### src/rtl/alu_exec_pkg.sv
// Shared definitions for the ALU execution sequencer: opcodes, FSM state type,
// datapath width and the carry-in rule for subtract-style operations.
package alu_exec_pkg;

  localparam int W = 4;

  localparam logic [2:0] OP_ADD = 3'b000;
  localparam logic [2:0] OP_SUB = 3'b001;
  localparam logic [2:0] OP_NOT = 3'b010;
  localparam logic [2:0] OP_AND = 3'b011;
  localparam logic [2:0] OP_OR  = 3'b100;
  localparam logic [2:0] OP_XOR = 3'b101;
  localparam logic [2:0] OP_LT  = 3'b110;
  localparam logic [2:0] OP_EQ  = 3'b111;

  typedef enum logic [1:0] {
    IDLE = 2'b00,
    EXEC = 2'b01,
    WB   = 2'b10
  } state_t;

  // Compare ops are evaluated by the ALU as x + ~y + 1, same as subtract.
  function automatic logic needs_cin(input logic [2:0] op);
    return (op == OP_SUB) || (op == OP_LT) || (op == OP_EQ);
  endfunction

endpackage

### src/rtl/alu_exec_regfile.sv
// Architectural register file: one synchronous write port, two combinational
// operand read ports and one combinational debug read port.
module alu_exec_regfile #(
  parameter int NREG = 4,
  parameter int RAW  = 2,
  parameter int W    = 4
) (
  input  logic           clk,
  input  logic           rst_n,
  input  logic           i_we,
  input  logic [RAW-1:0] i_waddr,
  input  logic [W-1:0]   i_wdata,
  input  logic [RAW-1:0] i_raddr1,
  output logic [W-1:0]   o_rdata1,
  input  logic [RAW-1:0] i_raddr2,
  output logic [W-1:0]   o_rdata2,
  input  logic [RAW-1:0] i_dbg_addr,
  output logic [W-1:0]   o_dbg_data
);

  logic [W-1:0] r_mem [NREG];

  // Storage array, cleared on reset, written by the writeback stage.
  always_ff @(posedge clk or negedge rst_n) begin
    if (!rst_n) begin
      for (int i = 0; i < NREG; i++) begin
        r_mem[i] <= {W{1'b0}};
      end
    end else if (i_we) begin
      r_mem[i_waddr] <= i_wdata;
    end
  end

  assign o_rdata1   = r_mem[i_raddr1];
  assign o_rdata2   = r_mem[i_raddr2];
  assign o_dbg_data = r_mem[i_dbg_addr];

endmodule

### src/rtl/alu_exec_seq.sv
// Execution sequencer in front of the 4-bit combinational ALU (IDLE -> EXEC -> WB).
// Build option ALU_EXEC_SEQ_BYPASS_EN: accept in WB and forward the result being written.
module alu_exec_seq
  import alu_exec_pkg::*;
#(
  parameter int NREG = 4,
  parameter int RAW  = 2,
  parameter int W    = 4
) (
  input  logic           clk,
  input  logic           rst_n,
  input  logic           cmd_valid,
  output logic           cmd_ready,
  input  logic [2:0]     cmd_op,
  input  logic [RAW-1:0] cmd_rd,
  input  logic [RAW-1:0] cmd_rs1,
  input  logic [RAW-1:0] cmd_rs2,
  input  logic           cmd_imm_en,
  input  logic [W-1:0]   cmd_imm,
  output logic [2:0]     alu_op,
  output logic           alu_in_c,
  output logic [W-1:0]   alu_in_x,
  output logic [W-1:0]   alu_in_y,
  input  logic [W-1:0]   alu_out_s,
  input  logic           alu_out_c,
  input  logic           alu_zero,
  input  logic           alu_overflow,
  output logic           res_valid,
  output logic [W-1:0]   res_data,
  output logic           flag_c,
  output logic           flag_z,
  output logic           flag_v,
  input  logic [RAW-1:0] dbg_addr,
  output logic [W-1:0]   dbg_data
);

  if ((W != 4) || (NREG < 2) || (RAW != $clog2(NREG)) || ((1 << RAW) != NREG)) begin : g_bad_cfg
    $error("alu_exec_seq: W must be 4 and NREG a power of two equal to 2**RAW");
  end

  state_t         r_state;
  logic [2:0]     r_op;
  logic           r_cin;
  logic [W-1:0]   r_x;
  logic [W-1:0]   r_y;
  logic [RAW-1:0] r_rd;
  logic [W-1:0]   r_res;
  logic           r_flag_c;
  logic           r_flag_z;
  logic           r_flag_v;
  logic           r_res_valid;

  logic           w_ready;
  logic           w_accept;
  logic           w_we;
  logic           w_fwd1;
  logic           w_fwd2;
  logic [W-1:0]   w_rdata1;
  logic [W-1:0]   w_rdata2;
  logic [W-1:0]   w_x;
  logic [W-1:0]   w_y;

  assign w_we = (r_state == WB);

`ifdef ALU_EXEC_SEQ_BYPASS_EN
  // A command accepted in WB must see the value being written back this cycle.
  assign w_ready = (r_state == IDLE) || (r_state == WB);
  assign w_fwd1  = w_we && (cmd_rs1 == r_rd);
  assign w_fwd2  = w_we && !cmd_imm_en && (cmd_rs2 == r_rd);
`else
  assign w_ready = (r_state == IDLE);
  assign w_fwd1  = 1'b0;
  assign w_fwd2  = 1'b0;
`endif

  assign w_accept = cmd_valid && w_ready;

  alu_exec_regfile #(
    .NREG (NREG),
    .RAW  (RAW),
    .W    (W)
  ) u_regfile (
    .clk        (clk),
    .rst_n      (rst_n),
    .i_we       (w_we),
    .i_waddr    (r_rd),
    .i_wdata    (r_res),
    .i_raddr1   (cmd_rs1),
    .o_rdata1   (w_rdata1),
    .i_raddr2   (cmd_rs2),
    .o_rdata2   (w_rdata2),
    .i_dbg_addr (dbg_addr),
    .o_dbg_data (dbg_data)
  );

  always_comb begin
    w_x = w_rdata1;
    w_y = w_rdata2;
    if (w_fwd1) begin
      w_x = r_res;
    end else begin
      w_x = w_rdata1;
    end
    if (cmd_imm_en) begin
      w_y = cmd_imm;
    end else if (w_fwd2) begin
      w_y = r_res;
    end else begin
      w_y = w_rdata2;
    end
  end

  // Sequencer: operand latches double as the ALU drive, cleared once EXEC ends.
  always_ff @(posedge clk or negedge rst_n) begin
    if (!rst_n) begin
      r_state     <= IDLE;
      r_op        <= 3'b000;
      r_cin       <= 1'b0;
      r_x         <= {W{1'b0}};
      r_y         <= {W{1'b0}};
      r_rd        <= {RAW{1'b0}};
      r_res       <= {W{1'b0}};
      r_flag_c    <= 1'b0;
      r_flag_z    <= 1'b0;
      r_flag_v    <= 1'b0;
      r_res_valid <= 1'b0;
    end else begin
      r_res_valid <= 1'b0;
      case (r_state)
        EXEC: begin
          r_res       <= alu_out_s;
          r_flag_c    <= alu_out_c;
          r_flag_z    <= alu_zero;
          r_flag_v    <= alu_overflow;
          r_res_valid <= 1'b1;
          r_op        <= 3'b000;
          r_cin       <= 1'b0;
          r_x         <= {W{1'b0}};
          r_y         <= {W{1'b0}};
          r_state     <= WB;
        end
        IDLE, WB: begin
          if (w_accept) begin
            r_op    <= cmd_op;
            r_cin   <= needs_cin(cmd_op);
            r_x     <= w_x;
            r_y     <= w_y;
            r_rd    <= cmd_rd;
            r_state <= EXEC;
          end else begin
            r_state <= IDLE;
          end
        end
        default: begin
          r_state <= IDLE;
        end
      endcase
    end
  end

  assign cmd_ready = w_ready;
  assign alu_op    = r_op;
  assign alu_in_c  = r_cin;
  assign alu_in_x  = r_x;
  assign alu_in_y  = r_y;
  assign res_valid = r_res_valid;
  assign res_data  = r_res;
  assign flag_c    = r_flag_c;
  assign flag_z    = r_flag_z;
  assign flag_v    = r_flag_v;

endmodule

### config.mk
export PLATFORM = sky130hd
export DESIGN_NAME = alu_exec_seq
export DESIGN_NICKNAME = d
export VERILOG_FILES = /design/src/rtl/alu_exec_pkg.sv /design/src/rtl/alu_exec_regfile.sv /design/src/rtl/alu_exec_seq.sv
export SDC_FILE = /design/constraint.sdc
export NUM_CORES = 1
export LEC_CHECK = 0
export ABC_AREA = 1
export BUFFER_PORTS_ARGS = -buffer_cell sky130_fd_sc_hd__clkbuf_2
export CAP_MARGIN = 15
export CORE_MARGIN = 2
export CORE_UTILIZATION = 35
export DETAILED_ROUTE_END_ITERATION = 16
export PLACE_DENSITY = 0.56
export SETUP_SLACK_MARGIN = 0.02
export SYNTH_ARGS = -nofsm -noshare
export SYNTH_HDL_FRONTEND = slang
export SYNTH_HIERARCHICAL = 1
export SYNTH_SLANG_ARGS = --single-unit
### constraint.sdc
create_clock -name clk -period 1.25 [get_ports clk]
set_clock_uncertainty 0.1 [all_clocks]
set_input_delay 0.375 -clock clk [delete_from_list [all_inputs] [get_ports clk]]
set_output_delay 0.375 -clock clk [all_outputs]
set_load 0.01 [all_outputs]
==> run summary <==
# diodes: 0
Most Frequent Cell on Critical Path: nand2_2
GRT overflow: 0
Cell variety after synth: 19
# rows: 28
Final Slew Violations: 0
Crit-path cells: inv_2, nand2_2, nand3_2, nand2_2, buf_6
CTS HTree Levels: 2
Post-Synthesis Cells: 296
Final #Nets: 435
Buf/Inv on CP: 2
Synth async-reset ratio: 100.0%
Critical path data required time: 0.78 ns
Combinational family with the most area after synthesis: simple AND/OR/NAND/NOR gates
Setup ws final: -0.3001 ns
Status: finished with violations
Clock-pin slew on the worst setup and hold paths: 0.08 ns
Global placer's final weighted congestion: 0.9079
Post-synthesis mux area share: 0%
GR Layer Usage met2: 30.16%
DRT Wirelength: 6104 µm
Post-Synth XOR/XNOR Area: 0%
Setup violators final: 53
Die Height: 82.53 µm
Simple-Gate Fraction of Synth Area: 42.43%
Number of global-route vias before repair: 2,159
Ports: 51
Pwr dens: 1854 nW/µm²
Vias/cell: 4.678
Filler cells: 603
Post-DRT Antenna Nets: 0
Clock buffer depth: 2
Syn Std Cell Area: 2158 µm²
Max Cap Violations: 0
Final Power: 6.218 mW
Final min period: 1.550 ns
Clock Latency Late Sink: 0.29 ns
Post-synthesis area per instance: 7.292 µm²
Die Area: 6810 µm²
Critical Path Source Type: flop
TritonCTS Sinks: 39
Overall routing resource usage: 19.42%
Fin crit share: 124.0%
Met1 GRT Util: 27.35%
Area delta synth->final: 55.42%
Leakage: 1.927 nW
Largest cells by area after synthesis: dfrtp_1 (45%), nand2_1 (24%), inv_1 (6.1%)
RSZ-0062 raised after global routing: true
Post-synth top cells: nand2_1 (136), dfrtp_1 (39), inv_1 (35)
Initial cell density of the core: 36.24%
Vias: 2,269
Clock root cell: clkbuf_8
Failing checks: setup timing
Crit path arrival time: 1.08 ns
Main synth FF type: dfrtp_1
Grt met3 use: 3.370%
Crit Path Class: reg2out
Peak VDD IR: 1022 µV
Cell Area, Placed: 2704 µm²
Post-synthesis adder-cell area fraction: 0%
IO buf count: 50
Seq/Total Area, Yosys: 45.22%
Pin count of the biggest net entering global routing: 40
Design area: 3354 µm²
Total CTS buffers: 5
Most common cell in the netlist: nand2_1
Initial DRC count: 72
Syn Nets: 322
Gr busiest metal: met2
Proportion of layout cells with a drive suffix above 1: 50.73%
DRC errors left: 0
Max frequency: 0.6451 GHz
Critical Path Max Stage Delay: 0.40 ns
CTS tree: built
Pin slew with the least headroom to its limit: 0.4371 ns
#FFs+latches synth: 39
First-pass GRT wire length: 9977 µm
Synth area leader: dfrtp_1
Element type at the critical path end: primary output
Master of the slowest instance on the critical path: dfrtp_1
Core area: 5956 µm²
Post-DP HPWL: 4076 µm
First-pass DRT Iterations: 4
Post-synth EDFFs: 0
Crit-path max FO: 2
Initial antenna violation count: 0
Synth top area share: 45.22%
Die Wd: 82.53 µm
Complex-gate fraction of the synthesized area: 2.667%
WL per Instance: 12.59 µm
CP delay by family, top: flip-flops
Final hold vios: 0
Max-slew headroom: 70.86%
Synth warnings: 6
Hold/Removal Path Class: in2reg
[registers in the layout, indices dropped and copies added, names as in the netlist]
| name | flops |
|---|---|
| u_regfile/r_mem | 16 |
| alu_in_y | 4 |
| alu_in_c | 1 |
| alu_op | 3 |
| r_rd | 2 |
| flag_c | 1 |
| flag_z | 1 |
| flag_v | 1 |
| res_valid | 1 |
| res_data | 4 |
| r_state | 1 |
| alu_in_x | 4 |
[routing by layer]
| metal | vias up | part of all wire, % |
|---|---|---|
| met1 | 1055 | 47 |
| met3 | 9 | 4.4 |
| met5 | - | 0 |
| met4 | 0 | 1.6 |
| met2 | 57 | 47 |
| li1 | 1148 | - |
[what timing repair did]
action / 4_1_cts / 5_1_grt
gates cloned: 2 / 0
gates resized for setup: 49 / 51
pin swaps: 22 / 23
endpoints found under the setup margin: 54 / 60
buffers inserted: 21 / 14
hold endpoints to repair: 39 / 0
hold buffers: 1 / 0
[layout make-up]
class	instances	area [µm²]	share of cell area, %
Clock inverter	1	5.005	0.1492
Timing Repair Buffer	113	852.1	25.40
Clock buffer	7	86.33	2.574
Multi-Input combinational cell	211	1170	34.87
Sequential cell	39	978.4	29.17
Inverter	39	168.9	5.035
Tap cell	75	93.84	2.797
[cell usage in the layout, fill, tap and decap left out, drive strengths merged]
master / count
buf: 67
clkbuf: 52
clkinv: 2
dfrtp: 39
dlygate4sd3: 1
inv: 38
nand2: 156
nand3: 29
nand4: 12
nor2: 4
o21ai: 10
[worst register-to-register path: stages, from the launching register on]
cell     delay [ns]
dfrtp_2        0.44
buf_6          0.14
buf_6          0.11
o21ai_4        0.21
buf_12         0.17
buf_12         0.11
nand2_4        0.04
nand2_2        0.05
[power by group]
part / leakage, nW / switching [mW] / internal (mW)
registers: 0.498 / 0.374 / 1.70
logic: 1.38 / 1.63 / 1.64
clock network: 0.0482 / 0.428 / 0.445
[kinds of logic after synthesis]
group,after synthesis
flops,39
compound gates,10
buf+inv,46
simple gates,201
[metrics by stage]
step	hold WS, ns	cells	setup TNS (ns)	worst slack (ns)	util (%)
after CTS	0.1650	474	-4.308	-0.3117	52.37
after global routing	0.1740	485	-7.075	-0.3785	56.32
after detailed placement	0.2633	444	-1.509	-0.2020	45.40
after floorplan	-0.02059	296	0	0.03266	-
after global placement	0.2636	444	-1.381	-0.1713	45.40
final	0.1758	485	-4.386	-0.3001	56.32
[final timing paths]
| path | startpoint | end | slack (ns) | cells past startpoint |
|---|---|---|---|---|
| min in group asynchronous | rst_n | alu_op[2] | 0.47 | 3 |
| worst min-delay path | alu_out_s[1] | res_data[1] | 0.18 | 3 |
| max in group asynchronous | rst_n | res_valid | 0.36 | 3 |
| worst min register to register | flag_z | flag_z | 0.39 | 2 |
| worst max-delay path | u_regfile/r_mem[9] | dbg_data[1] | -0.30 | 5 |
| worst max register to register | r_state[0] | alu_in_y[2] | -0.18 | 7 |
Power figures use the tool's default switching activity.
